File: src/rtl/handshake_monitor_pkg.sv
// Shared types for the multi-channel ready/valid handshake monitor.
package handshake_monitor_pkg;

    typedef enum logic [1:0] {
        ERR_NONE        = 2'd0,
        ERR_DROP        = 2'd1,
        ERR_DATA_CHANGE = 2'd2,
        ERR_TIMEOUT     = 2'd3
    } err_code_t;

    typedef enum logic [0:0] {
        ST_IDLE = 1'b0,
        ST_WAIT = 1'b1
    } chan_state_t;

    function automatic logic is_error(input err_code_t code);
        return (code != ERR_NONE);
    endfunction

endpackage

File: src/rtl/hs_channel_checker.sv
// Protocol checker for one ready/valid channel: tracks one stall episode at a
// time and flags the error seen this cycle combinationally on err.
module hs_channel_checker
    import handshake_monitor_pkg::*;
#(
    parameter int DATA_W  = 5,
    parameter int CNT_W   = 16,
    parameter int TIMEOUT = 8
) (
    input  logic              clk,
    input  logic              rst,
    input  logic              clear,
    input  logic              valid,
    input  logic              ready,
    input  logic [DATA_W-1:0] data,
    output err_code_t         err,
    output logic [CNT_W-1:0]  count
);

    localparam int               SC_W       = $clog2(TIMEOUT + 1);
    localparam logic [SC_W-1:0]  STALL_MAX  = SC_W'(TIMEOUT);
    localparam logic [SC_W-1:0]  STALL_LAST = SC_W'(TIMEOUT - 1);
    localparam logic [CNT_W-1:0] CNT_MAX    = {CNT_W{1'b1}};

    chan_state_t       state_q, state_d;
    logic [DATA_W-1:0] cap_q, cap_d;
    logic [SC_W-1:0]   stall_q, stall_d;
    logic [CNT_W-1:0]  count_q, count_d;
    logic [SC_W-1:0]   stall_inc_s;
    logic [CNT_W-1:0]  count_inc_s;

    assign stall_inc_s = (stall_q == STALL_MAX) ? STALL_MAX : stall_q + SC_W'(1);
    assign count_inc_s = (count_q == CNT_MAX) ? CNT_MAX : count_q + CNT_W'(1);

    // State, capture, stall and transfer registers.
    always_ff @(posedge clk or posedge rst) begin
        if (rst) begin
            state_q <= ST_IDLE;
            cap_q   <= {DATA_W{1'b0}};
            stall_q <= {SC_W{1'b0}};
            count_q <= {CNT_W{1'b0}};
        end else if (clear) begin
            state_q <= ST_IDLE;
            cap_q   <= {DATA_W{1'b0}};
            stall_q <= {SC_W{1'b0}};
            count_q <= {CNT_W{1'b0}};
        end else begin
            state_q <= state_d;
            cap_q   <= cap_d;
            stall_q <= stall_d;
            count_q <= count_d;
        end
    end

    // Next-state logic; capture always follows data so a changed payload is recaptured.
    always_comb begin
        state_d = state_q;
        cap_d   = cap_q;
        stall_d = stall_q;
        count_d = count_q;
        case (state_q)
            ST_IDLE: begin
                if (valid && ready) begin
                    count_d = count_inc_s;
                end else if (valid) begin
                    state_d = ST_WAIT;
                    cap_d   = data;
                    stall_d = SC_W'(1);
                end else begin
                    state_d = ST_IDLE;
                end
            end
            ST_WAIT: begin
                if (!valid) begin
                    state_d = ST_IDLE;
                    stall_d = {SC_W{1'b0}};
                end else if (ready) begin
                    state_d = ST_IDLE;
                    cap_d   = data;
                    stall_d = {SC_W{1'b0}};
                    count_d = count_inc_s;
                end else begin
                    cap_d   = data;
                    stall_d = stall_inc_s;
                end
            end
            default: begin
                state_d = ST_IDLE;
                stall_d = {SC_W{1'b0}};
            end
        endcase
    end

    // Error classification in priority order; timeout fires once as the counter reaches TIMEOUT.
    always_comb begin
        err = ERR_NONE;
        case (state_q)
            ST_WAIT: begin
                if (!valid) begin
                    err = ERR_DROP;
                end else if (data != cap_q) begin
                    err = ERR_DATA_CHANGE;
                end else if (!ready && (stall_q == STALL_LAST)) begin
                    err = ERR_TIMEOUT;
                end else begin
                    err = ERR_NONE;
                end
            end
            ST_IDLE: err = ERR_NONE;
            default: err = ERR_NONE;
        endcase
    end

    assign count = count_q;

endmodule

File: src/rtl/handshake_monitor.sv
// Passive monitor over NUM_CH ready/valid channels: per-channel checkers plus
// registered sticky flags, error pulse and first-error capture.
module handshake_monitor
    import handshake_monitor_pkg::*;
#(
    parameter int NUM_CH  = 3,
    parameter int DATA_W  = 5,
    parameter int CNT_W   = 16,
    parameter int TIMEOUT = 8,
    localparam int CH_W   = (NUM_CH > 1) ? $clog2(NUM_CH) : 1
) (
    input  logic                     CLK,
    input  logic                     ASYNCRESET,
    input  logic                     clear,
    input  logic [NUM_CH-1:0]        valid,
    input  logic [NUM_CH-1:0]        ready,
    input  logic [NUM_CH*DATA_W-1:0] data,
    output logic [NUM_CH*CNT_W-1:0]  xfer_count,
    output logic [NUM_CH-1:0]        err_sticky,
    output logic                     err_pulse,
    output logic                     first_err_valid,
    output logic [CH_W-1:0]          first_err_chan,
    output logic [1:0]               first_err_code
);

    err_code_t         ch_err_s [NUM_CH];
    logic [NUM_CH-1:0] err_hit_s;
    logic [CH_W-1:0]   enc_chan_s;
    err_code_t         enc_code_s;

    logic [NUM_CH-1:0] sticky_q, sticky_d;
    logic              pulse_q, pulse_d;
    logic              fv_q, fv_d;
    logic [CH_W-1:0]   fchan_q, fchan_d;
    err_code_t         fcode_q, fcode_d;

    for (genvar g = 0; g < NUM_CH; g++) begin : g_ch
        hs_channel_checker #(
            .DATA_W  (DATA_W),
            .CNT_W   (CNT_W),
            .TIMEOUT (TIMEOUT)
        ) u_chk (
            .clk   (CLK),
            .rst   (ASYNCRESET),
            .clear (clear),
            .valid (valid[g]),
            .ready (ready[g]),
            .data  (data[g*DATA_W +: DATA_W]),
            .err   (ch_err_s[g]),
            .count (xfer_count[g*CNT_W +: CNT_W])
        );
        assign err_hit_s[g] = is_error(ch_err_s[g]);
    end

    // Priority encoder: scanning downward lets the lowest erroring channel win.
    always_comb begin
        enc_chan_s = {CH_W{1'b0}};
        enc_code_s = ERR_NONE;
        for (int i = NUM_CH - 1; i >= 0; i--) begin
            enc_chan_s = err_hit_s[i] ? CH_W'(i) : enc_chan_s;
            enc_code_s = err_hit_s[i] ? ch_err_s[i] : enc_code_s;
        end
    end

    // Next values for sticky flags, pulse and first-error capture.
    always_comb begin
        sticky_d = sticky_q | err_hit_s;
        pulse_d  = |err_hit_s;
        if (!fv_q && (|err_hit_s)) begin
            fv_d    = 1'b1;
            fchan_d = enc_chan_s;
            fcode_d = enc_code_s;
        end else begin
            fv_d    = fv_q;
            fchan_d = fchan_q;
            fcode_d = fcode_q;
        end
    end

    // Error reporting registers.
    always_ff @(posedge CLK or posedge ASYNCRESET) begin
        if (ASYNCRESET) begin
            sticky_q <= {NUM_CH{1'b0}};
            pulse_q  <= 1'b0;
            fv_q     <= 1'b0;
            fchan_q  <= {CH_W{1'b0}};
            fcode_q  <= ERR_NONE;
        end else if (clear) begin
            sticky_q <= {NUM_CH{1'b0}};
            pulse_q  <= 1'b0;
            fv_q     <= 1'b0;
            fchan_q  <= {CH_W{1'b0}};
            fcode_q  <= ERR_NONE;
        end else begin
            sticky_q <= sticky_d;
            pulse_q  <= pulse_d;
            fv_q     <= fv_d;
            fchan_q  <= fchan_d;
            fcode_q  <= fcode_d;
        end
    end

    assign err_sticky      = sticky_q;
    assign err_pulse       = pulse_q;
    assign first_err_valid = fv_q;
    assign first_err_chan  = fchan_q;
    assign first_err_code  = fcode_q;

endmodule

File: config.mk
export PLATFORM = sky130hd
export DESIGN_NAME = handshake_monitor
export DESIGN_NICKNAME = d
export VERILOG_FILES = /design/src/rtl/handshake_monitor_pkg.sv /design/src/rtl/hs_channel_checker.sv /design/src/rtl/handshake_monitor.sv
export SDC_FILE = /design/constraint.sdc
export NUM_CORES = 1
export LEC_CHECK = 0
export BUFFER_PORTS_ARGS = -buffer_cell sky130_fd_sc_hd__buf_2
export CORE_MARGIN = 2
export CORE_UTILIZATION = 55
export DETAILED_ROUTE_END_ITERATION = 6
export PLACE_DENSITY = 0.89
export SETUP_SLACK_MARGIN = 0.5
export SYNTH_ARGS = -nofsm -noshare
export SYNTH_HDL_FRONTEND = slang
export SYNTH_SLANG_ARGS = --single-unit
File: constraint.sdc
create_clock -name CLK -period 3.7 [get_ports CLK]
set_clock_uncertainty 0.05 [all_clocks]
set_input_delay 0.925 -clock CLK [delete_from_list [all_inputs] [get_ports CLK]]
set_output_delay 0.925 -clock CLK [all_outputs]
set_load 0.01 [all_outputs]
Word-level counts from Yosys, hierarchy flattened
Index checks and enable logic that the tools add are counted.
{ "classes": {"add_sub_neg": 6, "eq_ne": 27, "mux": 95, "bitwise_logic": 4, "n_reduce_logical": 22} }
{ "ops": {"columns": ["op", "n"], "rows": [
  ["2-to-1 mux 16 bit", 15],
  ["case mux 16 bit (2 select lines)", 3],
  ["2-to-1 mux 4 bit", 18],
  ["adder 16 x 1 -> 16 bit (second input constant)", 3],
  ["== test 16 bit (second input constant)", 3],
  ["2-to-1 mux 5 bit", 9],
  ["2-to-1 mux 2 bit", 19],
  ["!= test 3 bit (second input constant)", 12],
  ["case mux 5 bit (2 select lines)", 3],
  ["case mux 4 bit (2 select lines)", 3],
  ["2-to-1 mux 1 bit", 18],
  ["!= test 5 bit", 3],
  ["adder 4 x 1 -> 4 bit (second input constant)", 3],
  ["== test 4 x 3 -> 1 bit (second input constant)", 3],
  ["== test 4 bit (second input constant)", 3],
  ["case mux 2 bit (2 select lines)", 3],
  ["!= test 3 x 2 -> 1 bit (second input constant)", 3],
  ["AND reduction 3 bit", 3],
  ["nonzero test 2 bit", 4],
  ["logical AND 1 bit", 7],
  ["case mux 1 bit (2 select lines)", 3],
  ["AND reduction 2 bit", 3],
  ["logical NOT 1 bit", 4],
  ["2-to-1 mux 3 bit", 1],
  ["3 further kinds", 5]
]} }
{ "totals": {"regBits": 87, "in_bits": 24, "word_cells": 171} }

Logic depth before layout (Yosys ltp)
{ "logic_depth": {"word_depth": 12, "depth_mapped": 8, "depth_no_buf": 7} }

Hierarchy
Synthesis repeated with hierarchy kept, for this count alone.
{ "hier_totals": {"hier_cells": 508, "hier_area_um2": 4818.4} }
{ "by_module_without_submodules": {"columns": ["mod", "instances", "cells_per_inst", "area_per_inst_um2"], "rows": [
  ["hs_channel_checker", 3, 156, 1468.9],
  ["handshake_monitor", 1, 40, 411.6]
]} }

Worst setup path before layout
Ideal clock, no wire load.
{ "synth_path": {"path_kind": "input to register", "from": "input data[12]", "to": "register fcode_q[1], in the netlist first_err_code[1]", "setup_time_ns": 0.135, "arrival_time_ns": 2.314, "required_time_ns": 3.515, "slack_ns": 1.202, "path_stages": 7, "path_buffers": 1, "cell_sequence": "xor2_1 > or4b_4 > o31ai_4 > and3b_1 > buf_4 > o21bai_1 > nor3b_2"} }
{ "synth_via": {"elab_chain_cells": 10, "elab_cells_between_ends": 13, "cone_classes": "1 x eq/ne; 8 x mux; 4 x reduce/logical"} }
{ "synth_lines": {"columns": ["item", "line", "source"], "rows": [
  ["start, declared", "handshake_monitor.sv:17", "input logic [NUM_CH*DATA_W-1:0] data,"],
  ["!= test 5 bit (*)", "hs_channel_checker.sv:101", "end else if (data != cap_q) begin"],
  ["2-to-1 mux 2 bit (*)", "hs_channel_checker.sv:101", null],
  ["2-to-1 mux 2 bit (*)", "hs_channel_checker.sv:99", "if (!valid) begin"],
  ["case mux 2 bit (2 select lines) (*)", "hs_channel_checker.sv:97", "case (state_q)"],
  ["nonzero test 2 bit", "handshake_monitor_pkg.sv:17", "return (code != ERR_NONE);"],
  ["2-to-1 mux 2 bit (3 in a row)", "handshake_monitor.sv:61", "enc_code_s = err_hit_s[i] ? ch_err_s[i] : enc_code_s;"],
  ["2-to-1 mux 2 bit", "handshake_monitor.sv:69", "if (!fv_q && (|err_hit_s)) begin"],
  ["2-to-1 mux 2 bit", "handshake_monitor.sv:88", "end else if (clear) begin"],
  ["end signal, assigned", "handshake_monitor.sv:99", "fcode_q <= fcode_d;"],
  ["end, declared", "handshake_monitor.sv:35", "err_code_t fcode_q, fcode_d;"]
]} }
Every way passes the cells marked *; elsewhere a longest branch is shown, timed or not. The select of a mux whose other input is x is not followed.
A chain may end at the register's enable or synchronous reset.

Final worst setup path
{ "layout_path": {"from": "input ready[2]", "to": "register fcode_q[1], in the netlist first_err_code[1]"} }
{ "layout_via": {"elab_chain_cells": 12, "elab_cells_between_ends": 15, "cone_classes": "9 x mux; 6 x reduce/logical"} }
{ "layout_lines": {"columns": ["item", "line", "source"], "rows": [
  ["start, declared", "handshake_monitor.sv:16", "input logic [NUM_CH-1:0] ready,"],
  ["logical NOT 1 bit (*)", "hs_channel_checker.sv:103", "end else if (!ready && (stall_q == STALL_LAST)) begin"],
  ["logical AND 1 bit (*)", "hs_channel_checker.sv:103", null],
  ["2-to-1 mux 2 bit (*)", "hs_channel_checker.sv:103", null],
  ["2-to-1 mux 2 bit (*)", "hs_channel_checker.sv:101", null],
  ["2-to-1 mux 2 bit (*)", "hs_channel_checker.sv:99", null],
  ["case mux 2 bit (2 select lines) (*)", "hs_channel_checker.sv:97", null],
  ["nonzero test 2 bit", "handshake_monitor_pkg.sv:17", null],
  ["2-to-1 mux 2 bit (3 in a row)", "handshake_monitor.sv:61", null],
  ["2-to-1 mux 2 bit", "handshake_monitor.sv:69", null],
  ["2-to-1 mux 2 bit", "handshake_monitor.sv:88", null]
]} }
Marked as above.

==> run metrics <==
Pwr Density=328 nW/um^2; initial antenna violation count=0; post-layout min period=2.48 ns; flip-flop and latch count after synthesis=87; DRC=0; placed cell count=697; Buffers on Ports=80; leakage=2.54 nW; die width=~100 um; main combinational cell family by area after synthesis=simple AND/OR/NAND/NOR gates; worst r2r src=g_ch[2].u_chk.stall_q[0]$_DFFE_PP0P_; Startpoint Class=input pin; highest clock rate=404 MHz; Final Setup Violations=0; status=complete, no violations; Via Count=4349; Worst Reg-to-Reg Cells=7; DP HPWL=7.81 mm; sequential element share of the synthesized area=45.5%; routability cong.=0.782; IO Count=81; number of synthesized flops with an enable pin=0; synthesized instance count=roughly 530; Data arrival, critical path=2.64 ns; Iter 0 DRT Violations=253; Area Overhead vs Synth=13.4%; worst reg2reg setup slack=1.33 ns; Crit Path Class=input pin to flop; clk slew on worst S/H paths=0.08 ns; post-synthesis mux area share=1.67%; Die H=just under 100 um; worst hold stages=2; TritonCTS clock tree=built; initial core utilization=55.7%; Post-synth top flop=dfrtp_1; CTS max path bufs=2; Place WS=roughly 0.87 ns; Worst Path Max Fanout=11; DR WL/cell=15.7 um; Min-Delay Endpoint=g_ch[1].u_chk.cap_q[2]$_DFFE_PP0P_; first-pass GRT wire length=~19 mm; Cell variety after synth=between 60 and 70; period utilization=66.9%; vias per cell=6.11; drt pass-1 iters=5; GRT Total Usage=23.9%; Worst R2R End=first_err_code[1]$_DFFE_PP0P_; Site Rows=34; vias in the first global route=3996; CORE AREA=8590 um^2; Syn. warnings=0; largest net degree at the start of global routing=58; clock sink count=between 80 and 90; Crit. End Element=flop; Post-Route Setup TNS=0 ns; Post-DRT Antenna Nets=0; post-synthesis simple-gate area fraction=between 20% and 30%; HP Class=flop to flop; ant diodes=0; final hold violations=0; Post-synth ARST share=100%; die area=9460 um^2; Design Power=0.00178 W; clk root buf=clkbuf_8; Worst EP required=between 3 and 4 ns; # H-tree levels=3; Worst Max-Slew Pin Slew=~0.86 ns; critical path launch point=ready[2]; Congestion Overflow GR=0; syn_nets=560; Compound-Gate Fraction of Synth Area=19.7%; Final Max Slew Viols=0; worst setup margin=1.22 ns; Avg Inst Size Synth=9.08 um^2; WL final=about 11 mm; postcts setup bufs=0; Layout Cells excl Fill=712; Nets=633; RSZ-0062 raised after global routing=false; Max-cap violations=0; layout cells sized above 1=a little under a fifth; VDD IR max=0.188 mV; hold_sp=g_ch[1].u_chk.cap_q[2]$_DFFE_PP0P_; XOR/XNOR Fraction of Synth Area=3.11%; CTS Buf Count=9; hold buffer count at cts=0; Worst slew margin=42.3%; Post-Synthesis Cell Area=roughly 4800 um^2; area share of fa/ha/maj cells after synthesis=2.35%; Clk Latency, worst-skew pair=0.35 ns; PostCTS Resize Cnt=0
[power breakdown]
group	leakage [nW]	total [W]	internal, W	switching (W)
Clock	0.0805	0.000578	0.000260	0.000319
Sequential	1.19	0.00100	0.000976	0.0000284
Combinational	1.27	0.000199	0.0000741	0.000124
Total	2.54	0.00178	0.00131	0.000471
[placed cells by master (no fill, tap or decap), types with 2 or more instances in the layout]
cell type and n:
a211oi_1 13, a21oi_1 30, a22o_1 15, a311oi_1 7
a31oi_1 12, a41oi_1 2, and2_1 5, and3_1 13
and3b_1 2, and4_1 4, and4b_1 2, buf_2 80
buf_4 2, clkbuf_1 4, clkbuf_8 10, dfrtp_1 87
ha_1 9, inv_1 16, mux2i_1 8, nand2_1 48
nand2b_1 15, nand3_1 31, nand4_1 8, nor2_1 54
nor2_2 2, nor2b_1 5, nor3_1 19, nor3b_1 2
o211ai_1 2, o21ai_0 41, o31ai_1 6, or3_1 3
xnor2_1 14, xor2_1 3
[synthesized netlist by cell type, types with 4 or more instances]
master    instances  share of area (%)
nor2b_1           5               0.65
clkbuf_1         16                1.3
xnor2_1          14                2.6
dfrtp_1          87                 46
and2_1            5               0.65
nand3_1          31                3.2
a211oi_1         13                2.0
o21ai_0          41                4.3
o31ai_1           6               0.94
inv_1            17                1.3
and3_1           13                1.7
nand2_1          48                3.8
a22o_1           15                2.7
nor3_1           19                2.0
nand4_1           8                1.0
nand2b_1         15                2.0
ha_1              9                2.4
a21oi_1          30                3.1
and4_1            4               0.73
a311oi_1          7                1.3
mux2i_1           8                1.7
nor2_1           54                4.2
a31oi_1          12                1.6
[cell families after synthesis]
logic type | count (synthesis)
simple gates | 225
compound gates | 143
flops | 87
buf+inv | 38
xor+xnor | 17
fa+ha+maj | 9
mux | 8
[area by class of cell]
| class | count | area (um^2) |
|---|---|---|
| inverters | 17 | 67.6 |
| repair buffers | 83 | 435 |
| clock inverters | 1 | 5.00 |
| fillers | 768 | 3170 |
| clock buffers | 14 | 153 |
| well taps | 108 | 135 |
| multi-input cells | 402 | 2450 |
| flip-flops and latches | 87 | 2180 |
[worst max path at each step]
stage,endpoint,slack [ns]
3_5_place_dp,first_err_code[1]$_DFFE_PP0P_,0.87
5_1_grt,first_err_code[1]$_DFFE_PP0P_,1.12
6_report,first_err_code[1]$_DFFE_PP0P_,1.22
4_1_cts,first_err_code[1]$_DFFE_PP0P_,1.24
3_3_place_gp,first_err_code[1]$_DFFE_PP0P_,0.97
2_1_floorplan,first_err_code[1]$_DFFE_PP0P_,1.20
[metal layers]
layer	track usage, %	wire length, um
met1	32.0	4930
met3	4.46	589
met4	6.94	146
met5	0	0
met2	40.1	5510
[flip-flops by register name, indices dropped and copies added, names as in the netlist]
name                cells
first_err_code          2
first_err_chan          2
g_ch.u_chk.cap_q       15
g_ch.u_chk.count       48
err_sticky              3
err_pulse               1
g_ch.u_chk.stall_q     12
first_err_valid         1
g_ch.u_chk.state_q      3
[metrics by stage]
step | area, um^2 | utilization, % | hold slack [ns]
6_report | 5430 | 63.1 | 0.456
2_1_floorplan | 4790 | - | 0.419
3_5_place_dp | 5270 | 61.3 | 0.443
5_1_grt | 5430 | 63.1 | 0.494
4_1_cts | 5430 | 63.1 | 0.461
3_3_place_gp | 5270 | 61.3 | 0.424
[worst max-delay path: stages]
cell,delay [ns]
buf_2,0.20
nand4bb_1,0.19
or4b_4,0.50
o31ai_4,0.24
and3b_1,0.34
o21bai_1,0.09
nor3b_2,0.16
No activity file was read; power rests on OpenSTA's default activity.
